$ cat config.mk
export PLATFORM = sky130hd
export DESIGN_NAME = rf_wb_arbiter
export DESIGN_NICKNAME = d
export VERILOG_FILES = /design/src/rtl/rf_pkg.sv /design/src/rtl/rf_wb_fifo.sv /design/src/rtl/rf_wb_arbiter.sv
export SDC_FILE = /design/constraint.sdc
export NUM_CORES = 1
export LEC_CHECK = 0
export BUFFER_PORTS_ARGS = -buffer_cell sky130_fd_sc_hd__buf_2
export CORE_ASPECT_RATIO = 1.1
export CORE_MARGIN = 4
export CORE_UTILIZATION = 50
export DETAILED_ROUTE_END_ITERATION = 8
export PLACE_DENSITY = 0.82
export SYNTH_ARGS = -nofsm -noshare
export SYNTH_HDL_FRONTEND = slang
export SYNTH_HIERARCHICAL = 1
export SYNTH_SLANG_ARGS = --single-unit
$ cat constraint.sdc
create_clock -name clk -period 8.7 [get_ports clk]
set_input_delay 0.435 -clock clk [delete_from_list [all_inputs] [get_ports clk]]
set_output_delay 0.435 -clock clk [all_outputs]
set_load 0.1 [all_outputs]
$ cat src/rtl/rf_pkg.sv
// Shared register-file write-port definitions: widths and the queued write request type.
package rf_pkg;

    localparam int XLEN      = 32;
    localparam int ADDR_SIZE = 5;
    localparam int REG_NUM   = 1 << ADDR_SIZE;

    typedef struct packed {
        logic [ADDR_SIZE-1:0] rd;
        logic [XLEN-1:0]      data;
    } wb_req_t;

endpackage

$ cat src/rtl/rf_wb_fifo.sv
// Synchronous FIFO of pending long-latency register writes.
// Exposes per-slot valid/rd so the top can flag RAW hazards on queued results.
module rf_wb_fifo
    import rf_pkg::*;
#(
    parameter int DEPTH = 4
) (
    input  logic                            clk,
    input  logic                            rst,
    input  logic                            push_i,
    input  wb_req_t                         push_data_i,
    input  logic                            pop_i,
    output wb_req_t                         head_o,
    output logic [$clog2(DEPTH+1)-1:0]      count_o,
    output logic [DEPTH-1:0]                ent_valid_o,
    output logic [DEPTH-1:0][ADDR_SIZE-1:0] ent_rd_o
);

    localparam int PTR_W = $clog2(DEPTH);
    localparam int CNT_W = $clog2(DEPTH + 1);

    wb_req_t          mem_q [DEPTH];
    logic [DEPTH-1:0] valid_q, valid_d;
    logic [PTR_W-1:0] wr_ptr_q, wr_ptr_d;
    logic [PTR_W-1:0] rd_ptr_q, rd_ptr_d;
    logic [CNT_W-1:0] count_q, count_d;
    logic             do_push, do_pop;

    // Explicit wrap so non-power-of-two depths stay in range.
    function automatic logic [PTR_W-1:0] ptr_inc(input logic [PTR_W-1:0] p);
        return (p == PTR_W'(DEPTH - 1)) ? '0 : p + 1'b1;
    endfunction

    assign do_push = push_i && (count_q != CNT_W'(DEPTH));
    assign do_pop  = pop_i && (count_q != '0);

    always_comb begin
        valid_d  = valid_q;
        wr_ptr_d = wr_ptr_q;
        rd_ptr_d = rd_ptr_q;
        if (do_pop) begin
            valid_d[rd_ptr_q] = 1'b0;
            rd_ptr_d          = ptr_inc(rd_ptr_q);
        end
        if (do_push) begin
            valid_d[wr_ptr_q] = 1'b1;
            wr_ptr_d          = ptr_inc(wr_ptr_q);
        end
        count_d = count_q + CNT_W'(do_push) - CNT_W'(do_pop);
    end

    always_ff @(posedge clk) begin
        if (rst) begin
            valid_q  <= '0;
            wr_ptr_q <= '0;
            rd_ptr_q <= '0;
            count_q  <= '0;
        end else begin
            valid_q  <= valid_d;
            wr_ptr_q <= wr_ptr_d;
            rd_ptr_q <= rd_ptr_d;
            count_q  <= count_d;
        end
    end

    always_ff @(posedge clk) begin
        if (do_push) begin
            mem_q[wr_ptr_q] <= push_data_i;
        end
    end

    assign head_o      = mem_q[rd_ptr_q];
    assign count_o     = count_q;
    assign ent_valid_o = valid_q;

    always_comb begin
        ent_rd_o = '0;
        for (int i = 0; i < DEPTH; i++) begin
            ent_rd_o[i] = mem_q[i].rd;
        end
    end

endmodule

$ cat src/rtl/rf_wb_arbiter.sv
// Register-file write-port arbiter: pipeline WB wins, queued long-latency results fill idle slots.
// Forces a pipeline bubble when the queue is full or its head has waited too long.
module rf_wb_arbiter
    import rf_pkg::*;
#(
    parameter int DEPTH    = 4,
    parameter int MAX_WAIT = 8
) (
    input  logic                         clk,
    input  logic                         rst,
    input  logic                         WB_we,
    input  logic [ADDR_SIZE-1:0]         WB_rd,
    input  logic [XLEN-1:0]              WB_data,
    input  logic                         LL_valid,
    input  logic [ADDR_SIZE-1:0]         LL_rd,
    input  logic [XLEN-1:0]              LL_data,
    output logic                         LL_ready,
    output logic                         RF_we,
    output logic [ADDR_SIZE-1:0]         RF_rd,
    output logic [XLEN-1:0]              RF_data,
    output logic                         P_stall,
    input  logic [ADDR_SIZE-1:0]         D_ra,
    input  logic [ADDR_SIZE-1:0]         D_rb,
    output logic                         D_pend_a,
    output logic                         D_pend_b,
    output logic [$clog2(DEPTH+1)-1:0]   fifo_cnt
);

    localparam int CNT_W = $clog2(DEPTH + 1);
    localparam int AGE_W = $clog2(MAX_WAIT + 1);

    wb_req_t                         head;
    wb_req_t                         push_req;
    logic [CNT_W-1:0]                count;
    logic [CNT_W-1:0]                count_d;
    logic [DEPTH-1:0]                ent_valid;
    logic [DEPTH-1:0][ADDR_SIZE-1:0] ent_rd;
    logic                            wb_sel, push, pop;
    logic [AGE_W-1:0]                age_q, age_d;
    logic                            p_stall_q, p_stall_d;

    // A write to x0 is a free slot; an LL result for x0 is accepted but never queued.
    assign wb_sel   = WB_we && (WB_rd != '0);
    assign LL_ready = (count < CNT_W'(DEPTH));
    assign push     = !rst && LL_valid && LL_ready && (LL_rd != '0);
    assign pop      = !rst && !wb_sel && (count != '0);

    assign push_req.rd   = LL_rd;
    assign push_req.data = LL_data;

    rf_wb_fifo #(
        .DEPTH(DEPTH)
    ) u_fifo (
        .clk        (clk),
        .rst        (rst),
        .push_i     (push),
        .push_data_i(push_req),
        .pop_i      (pop),
        .head_o     (head),
        .count_o    (count),
        .ent_valid_o(ent_valid),
        .ent_rd_o   (ent_rd)
    );

    always_comb begin
        RF_we   = 1'b0;
        RF_rd   = '0;
        RF_data = '0;
        if (!rst) begin
            if (wb_sel) begin
                RF_we   = 1'b1;
                RF_rd   = WB_rd;
                RF_data = WB_data;
            end else if (pop) begin
                RF_we   = 1'b1;
                RF_rd   = head.rd;
                RF_data = head.data;
            end
        end
    end

    always_comb begin
        count_d = count + CNT_W'(push) - CNT_W'(pop);
        if ((count_d == '0) || pop) begin
            age_d = '0;
        end else if (age_q >= AGE_W'(MAX_WAIT)) begin
            age_d = AGE_W'(MAX_WAIT);
        end else begin
            age_d = age_q + 1'b1;
        end
        p_stall_d = (count_d != '0) &&
                    ((age_d >= AGE_W'(MAX_WAIT)) || (count_d == CNT_W'(DEPTH)));
    end

    always_ff @(posedge clk) begin
        if (rst) begin
            age_q     <= '0;
            p_stall_q <= 1'b0;
        end else begin
            age_q     <= age_d;
            p_stall_q <= p_stall_d;
        end
    end

    assign P_stall  = p_stall_q;
    assign fifo_cnt = count;

    // Only committed entries count; a same-cycle push is not yet visible to decode.
    always_comb begin
        D_pend_a = 1'b0;
        D_pend_b = 1'b0;
        for (int i = 0; i < DEPTH; i++) begin
            if (ent_valid[i] && (ent_rd[i] == D_ra) && (D_ra != '0)) D_pend_a = 1'b1;
            if (ent_valid[i] && (ent_rd[i] == D_rb) && (D_rb != '0)) D_pend_b = 1'b1;
        end
    end

endmodule

==> results.py <==
metrics = {
    "run_status": {
        "status": "finished, final reports clean",
    },
    "floorplan": {
        "initial_core_util_pct": 51.3,
        "fp.dieW_um": 124,
        "ios": 133,
        "coreArea_mm2": 0.0144,
        "die_h_um": 136,
        "fp.dieArea_mm2": 0.0168,
        "rows": 46,
    },
    "pwr": {
        "power.leakage_nw": 3.17,
        "finalPower_mw": 2.24,
        "ir_drop_mv": 0.178,
        "cellPowerDensity_mw_per_mm2": 259,
    },
    "routing": {
        "remaining_drc_errors": 0,
        "wl_per_cell_um": 20.8,
        "drtIter0Drc": 315,
        "wl_mm": 15.9,
        "vias": 4251,
        "ant_nets": 0,
        "first_pass_iters": 4,
        "viasPerCell": 5.59,
    },
    "global_route": {
        "grt_pass1_wl_mm": 24.4,
        "antenna_found_initial": 1,
        "overflow": 0,
        "grt_pass1_vias": 4533,
        "grt_max_degree": 42,
        "grt_util_all_layers_pct": 19.6,
    },
    "cts": {
        "cts_setup_buffers": 0,
        "cts.clk_slew.worst_paths_ns": 0.07,
        "root_buffer": "clkbuf_16",
        "cts-hold-fix-buffers": 0,
        "cts_tree": "done",
        "clock_path_buffers": 2,
        "worstSkewPairLatency_ns": 0.42,
        "h-tree-depth": 4,
        "numClockSinks": 166,
        "cts_made_buffers": 17,
        "cts_resized": 0,
    },
    "job": {
        "drv_cap": 0,
    },
    "sta": {
        "max_freq_mhz": 301,
        "max_slew.worst_pin.slew_ns": 1.04,
        "post-route-min-period_ns": 3.32,
        "slew_headroom_pct": 31.0,
        "fin_crit_sh_pct": 38.1,
        "rsz0062_at_grt": "false",
        "finalSetupViolations": 0,
        "maxSlewViolCount": 0,
        "finalHoldViolations": 0,
        "tns_ns": 0,
        "skew_ns": 0.0119,
    },
    "placed_design": {
        "io_buffers": 132,
        "place.gp.congestion": 0.880,
        "dp_hpwl_mm": 10.8,
        "dp.cells": 729,
        "dpl-instance-area_mm2": 0.00805,
    },
    "critical_path": {
        "path_buf_inv": 2,
        "cp_data_required_time_ns": 9.05,
        "max_stage_delay_ns": 0.55,
        "worst-r2r-cell-count": 12,
        "cp_cell_sequence": "buf_2 -> or4_4 -> o21ai_4 -> and2_4 -> ha_1 -> inv_1 -> ha_1 -> fa_1 -> xnor2_1 -> xnor2_1 -> a21o_1 -> or3_1 -> nor2_1",
        "worstSetupEndpointType": "register",
        "path_class": "input port to register",
        "crit_arrival_ns": 3.67,
        "critPathTopFamily": "simple AND/OR/NAND/NOR gates",
        "crit_slowest_cell": "or4_4",
        "r2r_slack_ns": 5.50,
        "reg2reg_to": "age_q[2]",
        "startpoint_type": "input port",
        "r2r_start": "u_fifo/count_o[2]",
        "crit_fanout": 41,
        "cp.depth": 13,
    },
    "synth": {
        "ys.flop_type": "edfxtp_1",
        "synth_top_area_cell": "edfxtp_1",
        "seq_area_frac_synth_pct": 64.9,
        "synth_edf_count": 148,
        "async_flop_share_pct": 0,
        "synthTopCellsByArea": "edfxtp_1, mux4_2, dfxtp_1",
        "ys_seq_elements": 166,
        "ys_types": 40,
        "post-synth-top-area-fraction_pct": 60.0,
        "yosys-top-cells-count": "edfxtp_1, mux4_2, a22o_1, xor2_1, buf_4",
        "synth.net_count": 552,
        "netlist_area_mm2": 0.00740,
        "synthCells": 449,
        "ys_warn_count": 6,
        "avgSynthCellArea_um2": 16.5,
        "synth.most_common_cell": "edfxtp_1",
    },
    "final_layout": {
        "syn2layout_area_growth_pct": 17.0,
        "drive_gt1_share_pct": 37.6,
        "final_cells": 761,
        "n_antenna_cell": 0,
        "stdcell_area_mm2": 0.00866,
        "nets": 659,
    },
    "hold_path": {
        "hold_end": "u_fifo/mem_q[3][8]",
        "min_from": "LL_data[8]",
        "min_path_cells": 1,
        "hold_path_class": "input port to register",
    },
}
cells in the final DEF, fill, tap and decap left out, drive strengths merged, types with 3 or more instances in the layout:
cell      instances
clkinvlp          3
nand3            13
inv              26
a22o             35
buf             137
mux4             37
clkbuf           17
clkinv            5
nor4              8
xor2             33
and2              3
ha               13
o21ai             5
nor2             16
edfxtp          148
a21oi             8
dfxtp            18
nor3              4
xnor2            12
or4               4
worst max path at each step:
stage                 startpoint       end  slack (ns)
2_1_floorplan  u_fifo/count_o[2]  RF_rd[0]        5.23
3_3_place_gp            WB_rd[2]  age_q[2]        5.14
3_5_place_dp            WB_rd[2]  age_q[2]        4.98
4_1_cts                 WB_rd[2]  age_q[2]        5.41
5_1_grt                 WB_rd[2]  age_q[2]        5.27
6_report                WB_rd[2]  age_q[2]        5.38
worst reg2reg max path, cell delays in order, from the launching register on:
cell and delay (ns):
dfxtp_1 0.52, nor3_1 0.13, nor2_1 0.16, and2_4 0.51, ha_1 0.22, inv_1 0.05, ha_1 0.19, fa_1 0.39
xnor2_1 0.15, xnor2_1 0.15, a21o_1 0.21, or3_1 0.35, nor2_1 0.12
cells by family after synthesis:
logic type	Yosys count	synth area share (%)
adders and majority gates	15	2.74
xor gates and xnor gates	45	5.32
buffers and inverters	70	5.19
muxes	39	11.5
AOI/OAI and AO/OA	57	6.20
DFF	166	64.9
and+or+nand+nor	57	4.14
layout make-up:
| cell class | instances | area, um2 |
|---|---|---|
| repair buffers | 137 | 698 |
| flip-flops and latches | 166 | 4810 |
| clock buffers | 17 | 425 |
| well taps | 192 | 240 |
| multi-input cells | 213 | 2220 |
| inverters | 21 | 78.8 |
| clock inverters | 15 | 188 |
| fillers | 1054 | 5790 |
routing by layer:
| layer | share of wire (%) | track usage (%) | vias to the layer above | routed length [um] |
|---|---|---|---|---|
| li1 | - | - | 1936 | - |
| met1 | 39 | 24.7 | 2145 | 6140 |
| met2 | 52 | 33.2 | 152 | 8330 |
| met3 | 7.2 | 5.01 | 16 | 1140 |
| met4 | 1.5 | 6.21 | 2 | 239 |
| met5 | 0.082 | 0 | - | 13 |
power by group:
| part | switching, mW | total (mW) | internal, mW |
|---|---|---|---|
| sequential | 0.0354 | 0.965 | 0.929 |
| combinational | 0.370 | 0.514 | 0.145 |
| clock | 0.324 | 0.761 | 0.438 |
registers in the layout (all words and copies together) (netlist names), named ones only:
| register | cells |
|---|---|
| age_q | 4 |
| u_fifo/wr_ptr_q | 2 |
| u_fifo/count_o | 3 |
| u_fifo/rd_ptr_q | 2 |
| u_fifo/ent_valid_o | 4 |
| P_stall | 1 |
| u_fifo/mem_q | 148 |
per-stage QoR:
stage	setup WS, ns	util [%]	hold WS [ns]
2_1_floorplan	5.23	-	0.430
4_1_cts	5.41	60.0	0.213
3_3_place_gp	5.14	55.7	0.437
3_5_place_dp	4.98	55.7	0.462
6_report	5.38	60.0	0.233
5_1_grt	5.27	60.0	0.217
Power figures use the tool's default switching activity.
